## config.mk

```make
export PLATFORM = sky130hd
export DESIGN_NAME = wb_seg
export DESIGN_NICKNAME = d
export VERILOG_FILES = /design/src/rtl/cpu_defs_pkg.sv /design/src/rtl/wb_seg_decode.sv /design/src/rtl/wb_seg.sv
export SDC_FILE = /design/constraint.sdc
export NUM_CORES = 1
export LEC_CHECK = 0
export ABC_AREA = 0
export BUFFER_PORTS_ARGS = -buffer_cell sky130_fd_sc_hd__buf_2
export CORE_MARGIN = 2
export CORE_UTILIZATION = 35
export CTS_CLUSTER_DIAMETER = 120
export DETAILED_ROUTE_END_ITERATION = 8
export GPL_TIMING_DRIVEN = 0
export PLACE_DENSITY = 0.77
export SYNTH_ARGS = -nofsm -noshare
export SYNTH_HDL_FRONTEND = slang
export SYNTH_SLANG_ARGS = --single-unit
```

## constraint.sdc

```tcl
create_clock -name clk -period 0.8 [get_ports clk]
set_input_delay 0.04 -clock clk [delete_from_list [all_inputs] [get_ports clk]]
set_output_delay 0.04 -clock clk [all_outputs]
set_load 0.03 [all_outputs]
```

## src/rtl/cpu_defs_pkg.sv

```systemverilog
// Shared opcode/funct encodings and instruction field positions for the
// MIPS-subset pipeline; used by the ID, EX and WB stages.
package cpu_defs;

  localparam int unsigned OP_MSB = 31;
  localparam int unsigned OP_LSB = 26;
  localparam int unsigned RT_MSB = 20;
  localparam int unsigned RT_LSB = 16;
  localparam int unsigned RD_MSB = 15;
  localparam int unsigned RD_LSB = 11;
  localparam int unsigned FN_MSB = 5;
  localparam int unsigned FN_LSB = 0;

  localparam logic [5:0] OP_RTYPE = 6'b000000;
  localparam logic [5:0] OP_J     = 6'b000010;
  localparam logic [5:0] OP_JAL   = 6'b000011;
  localparam logic [5:0] OP_BEQ   = 6'b000100;
  localparam logic [5:0] OP_BNE   = 6'b000101;
  localparam logic [5:0] OP_ADDI  = 6'b001000;
  localparam logic [5:0] OP_ADDIU = 6'b001001;
  localparam logic [5:0] OP_SLTI  = 6'b001010;
  localparam logic [5:0] OP_SLTIU = 6'b001011;
  localparam logic [5:0] OP_ANDI  = 6'b001100;
  localparam logic [5:0] OP_ORI   = 6'b001101;
  localparam logic [5:0] OP_XORI  = 6'b001110;
  localparam logic [5:0] OP_LUI   = 6'b001111;
  localparam logic [5:0] OP_LW    = 6'b100011;
  localparam logic [5:0] OP_SW    = 6'b101011;

  localparam logic [5:0] F_SLL  = 6'b000000;
  localparam logic [5:0] F_SRL  = 6'b000010;
  localparam logic [5:0] F_SRA  = 6'b000011;
  localparam logic [5:0] F_JR   = 6'b001000;
  localparam logic [5:0] F_ADD  = 6'b100000;
  localparam logic [5:0] F_ADDU = 6'b100001;
  localparam logic [5:0] F_SUB  = 6'b100010;
  localparam logic [5:0] F_SUBU = 6'b100011;
  localparam logic [5:0] F_AND  = 6'b100100;
  localparam logic [5:0] F_OR   = 6'b100101;
  localparam logic [5:0] F_XOR  = 6'b100110;
  localparam logic [5:0] F_NOR  = 6'b100111;
  localparam logic [5:0] F_SLT  = 6'b101010;
  localparam logic [5:0] F_SLTU = 6'b101011;

  function automatic logic funct_writes_rd(input logic [5:0] funct);
    case (funct)
      F_ADD, F_ADDU, F_SUB, F_SUBU, F_AND, F_OR, F_XOR, F_NOR,
      F_SLT, F_SLTU, F_SLL, F_SRL, F_SRA: funct_writes_rd = 1'b1;
      default:                            funct_writes_rd = 1'b0;
    endcase
  endfunction

endpackage

```

## src/rtl/wb_seg_decode.sv

```systemverilog
// Combinational WB-stage instruction decode: write intent, data source and
// destination field select. JAL decode is gated by WB_JAL_EN.
module wb_decode
  import cpu_defs::*;
(
  input  logic [31:0] IR,
  output logic        we,
  output logic        sel_lmd,
  output logic        dst_is_rt,
  output logic        dst_is_r31
);

  logic [5:0] opcode;
  logic [5:0] funct;

  assign opcode = IR[OP_MSB:OP_LSB];
  assign funct  = IR[FN_MSB:FN_LSB];

  always_comb begin
    we         = 1'b0;
    sel_lmd    = 1'b0;
    dst_is_rt  = 1'b0;
    dst_is_r31 = 1'b0;
    case (opcode)
      OP_RTYPE: we = funct_writes_rd(funct);
      OP_ADDI, OP_ADDIU, OP_ANDI, OP_ORI, OP_XORI,
      OP_SLTI, OP_SLTIU, OP_LUI: begin
        we        = 1'b1;
        dst_is_rt = 1'b1;
      end
      OP_LW: begin
        we        = 1'b1;
        sel_lmd   = 1'b1;
        dst_is_rt = 1'b1;
      end
`ifdef WB_JAL_EN
      OP_JAL: begin
        we         = 1'b1;
        dst_is_r31 = 1'b1;
      end
`endif
      default: ;
    endcase
  end

endmodule

```

## src/rtl/wb_seg.sv

```systemverilog
// Write-back stage: decodes the WB instruction and registers the register-file
// write port (data, index, enable). Optional JAL link write via WB_JAL_EN.
module wb_seg
  import cpu_defs::*;
#(
  parameter int unsigned DATA_W     = 32,
  parameter int unsigned REG_ADDR_W = 5
) (
  input  logic                  clk,
  input  logic                  rst,
  input  logic [DATA_W-1:0]     LMD_i,
  input  logic [DATA_W-1:0]     ALUo_i,
  input  logic [31:0]           IR_i,
  output logic [DATA_W-1:0]     WB_Data,
  output logic                  WB_Write,
  output logic [REG_ADDR_W-1:0] WB_Addr
);

  logic                  dec_we;
  logic                  dec_sel_lmd;
  logic                  dec_dst_is_rt;
  logic                  dec_dst_is_r31;
  logic [REG_ADDR_W-1:0] addr_d;
  logic [DATA_W-1:0]     data_d;
  logic                  write_d;

  wb_decode u_decode (
    .IR         (IR_i),
    .we         (dec_we),
    .sel_lmd    (dec_sel_lmd),
    .dst_is_rt  (dec_dst_is_rt),
    .dst_is_r31 (dec_dst_is_r31)
  );

  always_comb begin
    addr_d = REG_ADDR_W'(IR_i[RD_MSB:RD_LSB]);
    if (dec_dst_is_r31)
      addr_d = REG_ADDR_W'(31);
    else if (dec_dst_is_rt)
      addr_d = REG_ADDR_W'(IR_i[RT_MSB:RT_LSB]);
    data_d  = dec_sel_lmd ? LMD_i : ALUo_i;
    // r0 is hardwired to zero, so a write to it is dropped here
    write_d = dec_we && (addr_d != '0);
  end

  always_ff @(posedge clk or negedge rst) begin
    if (!rst) begin
      WB_Data  <= '0;
      WB_Write <= 1'b0;
      WB_Addr  <= '0;
    end else begin
      WB_Data  <= data_d;
      WB_Write <= write_d;
      WB_Addr  <= addr_d;
    end
  end

endmodule

```

==> results of run 1 <==
routing by layer:
metal	vias up	track usage, %
li1	744	-
met1	786	29.7
met2	93	47.4
met3	10	6.25
met4	0	6.50
met5	-	0
power by group through the flow:
stage | Clock, uW | Sequential (uW) | Combinational [uW]
4_1_cts | 1250 | 2080 | 1260
2_1_floorplan | 0 | 2330 | 195
3_3_place_gp | 0 | 2090 | 819
6_report | 1230 | 2100 | 1320
3_5_place_dp | 0 | 2090 | 831
5_1_grt | 1330 | 2100 | 1380
timing repair:
item | 4_1_cts | 5_1_grt
hold buffers | 67 | 1
buffers inserted | 4 | 0
gates resized for setup | 93 | 4
endpoints found under the hold margin | 73 | 39
endpoints found under the setup margin | 74 | 76
pin swaps | 6 | 6
gates cloned | 1 | 0
critical path: cells and delay by family:
family                 cells  cell delay (ns)
muxes                      1             0.31
buffers and inverters      2             0.29
and+or+nand+nor            2             0.40
synthesized netlist by cell type:
library cell / number
dfrtp_1: 38
mux2_4: 30
mux2_2: 7
buf_6: 3
nor2_1: 2
or4_1: 2
a22oi_2: 1
a311oi_1: 1
and3_1: 1
inv_1: 1
nand2_2: 1
nand2b_1: 1
nor2b_1: 1
nor3_1: 1
nor3_4: 1
nor4_1: 1
o211ai_1: 1
o22ai_1: 1
how the worst max path moves through the flow:
stage,cells past startpoint,slack (ns),start,to
detailed placement,5,-0.40,IR_i[30],WB_Data[28]
floorplan,3,-0.18,IR_i[26],WB_Addr[0]
finish,5,-0.08,IR_i[30],WB_Data[3]
global placement,5,-0.39,IR_i[30],WB_Data[28]
global route,5,-0.11,IR_i[30],WB_Data[3]
CTS,1,-0.07,WB_Data[29],WB_Data[29]
state kept, by name, summed over array words and instances (netlist names):
register  cells
WB_Write      1
WB_Data      32
WB_Addr       5
stage by stage:
step / hold slack, ns / setup TNS (ns)
global route: -0.0801 / -6.12
detailed placement: 0.182 / -14.17
global placement: 0.171 / -13.94
CTS: -0.121 / -2.32
finish: -0.149 / -3.96
floorplan: -0.256 / -5.77
cell type report:
class / instances / area, sq um / area share [%]
multi-input cells: 52 / 672 / 19.4
repair buffers: 198 / 1640 / 47.2
plain buffers: 3 / 60.1 / 1.73
clock inverters: 2 / 10.0 / 0.289
clock buffers: 5 / 68.8 / 1.98
flip-flops and latches: 38 / 951 / 27.4
well taps: 52 / 65.1 / 1.88
inverters: 1 / 3.75 / 0.108
logic make-up (layout without fill, tap and decap cells):
logic type             Yosys count  after routing  synth area share, %
muxes                           37             37                 32.5
and+or+nand+nor                 11             11                 4.61
DFF                             38             38                 58.4
AOI/OAI and AO/OA                4              4                 2.15
buffers and inverters            4            209                 2.31
==> metrics.txt, run 1 <==
design internal power=3390 uW; Static Leak=0.00181 uW; endpoints failing hold=38; CTS Buf Count=5; Comb pwr share=28.3%; row cnt=24; Top Ports=136; synth top area cells=dfrtp_1 (58%), mux2_4 (28%), mux2_2 (4.8%); max_slew headroom=44.2%; H-tree depth=2; cell chain of the critical path=buf_8 > nor3_4 > nand2_4 > buf_12 > mux2_4; antenna violation net count after detailed routing=0; most frequent cells in the layout=buf_2 (83), dlygate4sd3_1 (68), buf_6 (43), dfrtp_1 (38), mux2_4 (35); Congestion Overflow GR=0; Die W=72.2 microns; placer congestion estimate=0.727; antenna violations before repair=0; Worst-path clk slew=0.08 ns; critical path class=in -> reg; met3 WL=555 microns; final instance area=3470 sq um; Placed Cells=271; DR top layer=met4; pin count of the biggest net entering global routing=39; Filler Cells Inserted=240; RSZ-0062 raised after global routing=true; vias in the first global route=1853; total iterations of the first detailed-routing run=4; Worst Tran Pin Value=0.838 ns; Post-Synthesis Cells=94; hold crit path type=in -> async; status=finished with violations; setup ws final=-0.0850 ns; Placed Area=2330 sq um; clk sink count=38; Fmax=1130 MHz; Startpoint Class=primary input; vias=1633; clock power share=26.5%; max incr delay on CP=0.31 ns; Req. time, crit path=0.97 ns; cell area after synthesis=1630 sq um; Area Overhead vs Synth=113%; Via-to-Cell Ratio=4.65; pre-CTS setup slack=-0.399 ns; met2 wire len=3.43 mm; clk buf depth=2; top cell type's share of synthesized area=58.4%; max cap viols=0; Tot GR Track Use=25.7%; die height=72.2 microns; CTS tree=built; # nets final=397; CTS Root Buffer Type=clkbuf_8; Sequential Power Share=45.1%; Slew Viols, Final=0; Synth area leader=dfrtp_1; Final Util=78.6%; Seq cells post-synth=38; diode count=0; leading cell type in the layout, fill and taps excluded=buf_2; effective utilization at floorplan=36.9%; post-route insts no fill=351; # DRC=0; drt wl/cell=18.6 microns; wl on met1=2.44 mm; sw frac=27.1%; Critical Path Sink Type=flop; WHS=-0.149 ns; die area=5210 sq um; WL final=6.54 mm; core area=4410 sq um; global-route wire length before repair=9.85 mm; Seq/Total Area, Yosys=58.4%; sw power=1260 uW; minimum clock period=0.885 ns; Final Setup Violations=75; syn avg cell area=17.3 sq um; post-synth net total=192; Starting DRT DRC Count=67; Total Power=4650 uW; synth warn=0; Max stage delay cell, worst path=mux2_4; VDD IR-drop max=0.000710 V; Final period util=111%; dpl hpwl=3.07 mm; ratio of cells with drive above 1 in the final layout=60.9%; worst-path fanout max=10; WP data arrival=1.05 ns; Netlist cell types=18; Power Density=1340 nW/um^2; failing checks=negative hold slack, negative setup slack; count of input and output buffers=125
Power figures use the tool's default switching activity.
==> inputs of run 2 (changes only) <==
--- a/config.mk
+++ b/config.mk
@@ -8,11 +8,11 @@
 export ABC_AREA = 0
 export BUFFER_PORTS_ARGS = -buffer_cell sky130_fd_sc_hd__buf_2
 export CORE_MARGIN = 2
-export CORE_UTILIZATION = 35
+export CORE_UTILIZATION = 41
 export CTS_CLUSTER_DIAMETER = 120
 export DETAILED_ROUTE_END_ITERATION = 8
 export GPL_TIMING_DRIVEN = 0
-export PLACE_DENSITY = 0.77
+export PLACE_DENSITY = 0.88
 export SYNTH_ARGS = -nofsm -noshare
 export SYNTH_HDL_FRONTEND = slang
 export SYNTH_SLANG_ARGS = --single-unit
==> run 2 against run 1 <==
  * The run still ends with negative hold slack, negative setup slack left
  * Core utilization is 14 points higher
  * Via count grew 3.8%
  * Sequential power barely moved
  * Flip-flop and latch count unchanged
  * Clock power up 15%
  * Combinational power about the same
  * Setup slack lost 0.059 ns
  * Sequential share of layout area up 0.069 points
  * Wire length is 12% higher
  * Power increased by 4.1%
  * Critical endpoint is now WB_Write
  * Largest power group unchanged
==> metrics.txt, run 2 (synthesis gave the netlist of run 1 again) <==
total iterations of the first detailed-routing run=4 (unchanged); # nets final=396 (-0.25%); diode count=0 (unchanged); drt wl/cell=21.1 microns (+13%); count of input and output buffers=125 (unchanged); Via-to-Cell Ratio=4.88 (+5.0%); # DRC=0 (unchanged); clk sink count=38 (unchanged); Final period util=118% (+7.4 points); Worst-path clk slew=0.08 ns (about the same); Power Density=1400 nW/um^2 (+4.4%); Critical Path Sink Type=flop; critical path class=in -> reg; WL final=7.32 mm (+12%); hold crit path type=in -> async; Filler Cells Inserted=136 (-43%); vias in the first global route=1975 (+6.6%); Congestion Overflow GR=0 (unchanged); Area Overhead vs Synth=113%; CTS Root Buffer Type=clkbuf_8; dpl hpwl=3.01 mm (-2.0%); ratio of cells with drive above 1 in the final layout=61.5% (+0.67 points); Req. time, crit path=0.95 ns (-0.02 ns); Starting DRT DRC Count=70 (+4.5%); Startpoint Class=primary input; antenna violation net count after detailed routing=0 (unchanged); RSZ-0062 raised after global routing=true; biggest regs=WB_Data (32), WB_Addr (5), WB_Write (1); placer congestion estimate=0.766 (+5.4%); WHS=-0.147 ns (+0.00252 ns); die area=4490 sq um (-14%); Slew Viols, Final=0 (unchanged); clk buf depth=2 (unchanged); Final Setup Violations=76 (+1.3%); H-tree depth=2 (unchanged); max cap viols=0 (unchanged); Fmax=1060 MHz (-6.2%); Worst Tran Pin Value=0.859 ns (+0.0218 ns); global-route wire length before repair=10.3 mm (+4.3%); Static Leak=0.00180 uW (-0.68%); Die W=67.0 microns (-7.2%); most frequent cells in the layout=buf_2 (83), dlygate4sd3_1 (66), buf_6 (44), dfrtp_1 (38), mux2_4 (32); Top reg by flops=WB_Data; leading cell type in the layout, fill and taps excluded=buf_2; status=finished with violations; effective utilization at floorplan=43.5% (+6.6 points); antenna violations before repair=0 (unchanged); Tot GR Track Use=33.2% (+7.5 points); core area=3740 sq um (-15%); endpoints failing hold=38 (unchanged); max reg flops=32 (unchanged); CTS Buf Count=5 (unchanged); die height=67.0 microns (-7.2%); pin count of the biggest net entering global routing=39 (unchanged); vias=1695 (+3.8%); setup ws final=-0.144 ns (-0.0588 ns); WP data arrival=1.09 ns (+0.04 ns); Top Ports=136 (unchanged); failing checks=negative hold slack, negative setup slack; Total Power=4840 uW (+4.1%); worst-path fanout max=2 (-8); VDD IR-drop max=0.00105 V (+48%); max_slew headroom=42.7% (-1.5 points); minimum clock period=0.944 ns (+0.0588 ns); row cnt=22 (-8.3%); CTS tree=built
run 2: cell types whose count changed in the layout (fill, tap and decap cells not counted):
cell           before  now
buf_6              43   44
clkbuf_8            5    6
mux2_4             35   32
mux2_2              2    5
dlygate4sd3_1      68   66
clkinvlp_4          0    1
clkinv_2            2    1
run 2: final cells by class:
cell class,instances,area (sq um),share of cell area [%]
Buffer,3,60.1,1.74
Clock buffer,6,82.6,2.39
Clock inverter,2,12.5,0.362
Inverter,1,3.75,0.108
Multi-Input combinational cell,52,661,19.1
Sequential cell,38,951,27.5
Tap cell,48,60.1,1.74
Timing Repair Buffer,197,1630,47.1
run 2: per-layer routing:
metal	vias to the layer above	part of all wire (%)	GRT usage, %	wire, microns
met5	-	0	0	0
met1	808	34	31.1	2490
met2	110	52	60.3	3790
li1	742	-	-	-
met3	35	8.7	11.8	637
met4	0	5.5	20.7	403
run 2: stage by stage:
stage	setup slack, ns	TNS [ns]	instance area [sq um]	cells	utilization, %
global placement	-0.386	-13.70	2320	267	62.0
finish	-0.144	-6.10	3460	347	92.4
global route	-0.183	-7.63	3460	347	92.4
detailed placement	-0.394	-13.99	2320	267	62.0
floorplan	-0.183	-5.77	1640	94	-
CTS	-0.0713	-2.09	3410	345	91.2
run 2: final timing paths:
| check | start | endpoint | slack (ns) | depth (start not counted) |
|---|---|---|---|---|
| min | rst | WB_Data[22] | -0.15 | 1 |
| max | IR_i[15] | WB_Write | -0.14 | 4 |
| max in group asynchronous | rst | WB_Data[8] | 0.40 | 1 |
| min in group clk | LMD_i[14] | WB_Data[14] | 0.01 | 2 |
run 2: power by group:
group	switching [uW]	internal, uW
Sequential	68.2	2030
Clock	718	693
Combinational	568	762
run 2: worst max-delay path, cell delays in order:
cell	delay, ns
buf_6	0.09
or4_4	0.51
o211ai_1	0.29
o22ai_1	0.15
run 2: repair_timing:
| item | in CTS | in global routing |
|---|---|---|
| hold endpoints to repair | 72 | 39 |
| pin swaps | 3 | 5 |
| resized for setup | 88 | 6 |
| gates cloned | 1 | 0 |
| hold buffers | 65 | 1 |
| buffers inserted | 4 | 1 |
| setup endpoints to repair | 73 | 76 |
==> inputs of run 3 (changes only) <==
--- a/config.mk
+++ b/config.mk
@@ -8,11 +8,11 @@
 export ABC_AREA = 0
 export BUFFER_PORTS_ARGS = -buffer_cell sky130_fd_sc_hd__buf_2
 export CORE_MARGIN = 2
-export CORE_UTILIZATION = 41
+export CORE_UTILIZATION = 38
 export CTS_CLUSTER_DIAMETER = 120
 export DETAILED_ROUTE_END_ITERATION = 8
 export GPL_TIMING_DRIVEN = 0
-export PLACE_DENSITY = 0.88
+export PLACE_DENSITY = 0.82
 export SYNTH_ARGS = -nofsm -noshare
 export SYNTH_HDL_FRONTEND = slang
 export SYNTH_SLANG_ARGS = --single-unit
==> constraint.sdc (replaced) <==
create_clock -name clk -period 1 [get_ports clk]
set_input_delay 0.05 -clock clk [delete_from_list [all_inputs] [get_ports clk]]
set_output_delay 0.05 -clock clk [all_outputs]
set_load 0.03 [all_outputs]
==> run 3 against run 2 <==
  * The flow now finishes without violations
  * Setup slack gained 0.23 ns
  * Sequential power is 21% lower
  * Flip-flop and latch count did not move
  * Clock power is 24% lower
  * Critical path type unchanged
  * Largest power group unchanged
==> metrics.txt, run 3 (synthesis gave the netlist of run 1 again) <==
Req. time, crit path=1.16 ns (+0.21 ns); CTS tree=built; minimum clock period=0.918 ns; effective utilization at floorplan=40.1% (-3.4 points); clk sink count=38 (unchanged); vias in the first global route=1572 (-20%); total iterations of the first detailed-routing run=4 (unchanged); Worst Tran Pin Value=0.507 ns (-0.353 ns); worst-path fanout max=6 (+4); hold path cells=2; cell chain of the critical path=buf_2 > and3_1 > a22oi_2 > mux2_2; H-tree depth=2 (unchanged); max reg flops=32 (unchanged); Static Leak=0.00154 uW (-14%); row cnt=23 (+4.5%); RSZ-0062 raised after global routing=false; Max stage delay cell, worst path=mux2_2; Final Util=70.6% (-22 points); Worst Setup SP=IR_i[26]; CP endpoint=WB_Addr[1]; global-route wire length before repair=7.58 mm (-26%); Congestion Overflow GR=0 (unchanged); status=completed; endpoints failing hold=0 (-100%); core area=4060 sq um (+8.4%); Startpoint Class=primary input; WP data arrival=1.08 ns (about the same); vias=1478 (-13%); setup ws final=0.0821 ns (+0.226 ns); hold crit path type=in -> reg; pin count of the biggest net entering global routing=39 (unchanged); Power Density=1230 nW/um^2 (-12%); Slew Viols, Final=0 (unchanged); Starting DRT DRC Count=87 (+24%); clk buf depth=2 (unchanged); Top Ports=136 (unchanged); max cap viols=0 (unchanged); dpl hpwl=3.02 mm (+0.36%); Die W=69.5 microns (+3.6%); Setup Total Neg Slack=0 ns (+6.10 ns); ratio of cells with drive above 1 in the final layout=64.7% (+3.2 points); max incr delay on CP=0.38 ns (-0.13 ns); VDD IR-drop max=0.000765 V (-27%); max_slew headroom=66.2% (+24 points); die area=4820 sq um (+7.4%); Area Overhead vs Synth=75.9%; drt wl/cell=15.6 microns (-26%); setup bufs post-CTS=0 (-4); pre-CTS setup slack=-0.207 ns (+0.187 ns); CTS Root Buffer Type=clkbuf_8; Via-to-Cell Ratio=4.59 (-6.0%); Top reg by flops=WB_Data; count of input and output buffers=125 (unchanged); Critical Path Sink Type=flop; Final period util=91.8%; # nets final=369 (-6.8%); most frequent cells in the layout=buf_2 (124), dlygate4sd3_1 (45), dfrtp_1 (38), mux2_4 (30), mux2_2 (7); Total Power=3520 uW (-27%); Placed Area=2320 sq um (-0.27%); Fmax=1090 MHz; critical path class=in -> reg; placer congestion estimate=0.705 (-8.0%); die height=69.5 microns (+3.6%); antenna violation net count after detailed routing=0 (unchanged); Tot GR Track Use=20.7% (-13 points); final instance area=2860 sq um (-17%); antenna violations before repair=0 (unchanged); # DRC=0 (unchanged); Worst-path clk slew=0.07 ns (about the same); Final Setup Violations=0 (-100%); biggest regs=WB_Data (32), WB_Addr (5), WB_Write (1); leading cell type in the layout, fill and taps excluded=buf_2; WL final=5.02 mm (-31%); CTS Buf Count=5 (unchanged); diode count=0 (unchanged)
-- run 3: cell count changes in the layout (fill, tap and decap cells not counted), sizes merged --
cell         change
buf              -7
dlygate4sd3     -21
clkbuf           +1
-- run 3: report_power, final --
group          switching, uW  total, uW  internal [uW]  leakage (uW)
Combinational            394        811            418       0.00105
Clock                    512       1070            554     0.0000472
Sequential              24.3       1650           1620      0.000445
Total                    930       3520           2590       0.00154
-- run 3: worst min-delay path by stage --
stage / start / endpoint / slack, ns
2_1_floorplan: rst / WB_Addr[0] / -0.25
3_3_place_gp: rst / WB_Data[16] / 0.17
3_5_place_dp: rst / WB_Data[16] / 0.19
4_1_cts: LMD_i[17] / WB_Data[17] / 0.0003
5_1_grt: ALUo_i[30] / WB_Data[30] / 0.002
6_report: LMD_i[21] / WB_Data[21] / 0.007
-- run 3: worst max-delay path: cells and delay by family --
kind	cells	cell delay, ns
AO/OA/AOI/OAI	1	0.34
buffers and inverters	1	0.11
multiplexers	1	0.38
AND/OR/NAND/NOR	1	0.20
-- run 3: what timing repair did --
action,CTS,global route
endpoints found under the hold margin,59,4
hold buffers,39,6
resized for setup,0,1
setup endpoints to repair,0,38
-- run 3: per-layer routing --
metal / wire length, microns / vias up / track usage [%]
li1: - / 686 / -
met1: 1650 / 706 / 19.8
met2: 2830 / 76 / 39.7
met3: 425 / 10 / 8.28
met4: 108 / 0 / 6.32
met5: 0 / - / 0
-- run 3: final cells by class --
cell class / count / area [sq um]
plain buffers: 3 / 33.8
clock buffers: 6 / 82.6
clock inverters: 2 / 12.5
fillers: 272 / 1190
inverters: 1 / 3.75
multi-input cells: 52 / 639
flip-flops and latches: 38 / 951
well taps: 50 / 62.6
repair buffers: 170 / 1080
-- run 3: stage by stage --
step	hold WS, ns	std cells
2_1_floorplan	-0.246	94
3_3_place_gp	0.174	269
3_5_place_dp	0.193	269
4_1_cts	0.000279	316
5_1_grt	0.00216	322
6_report	0.00669	322
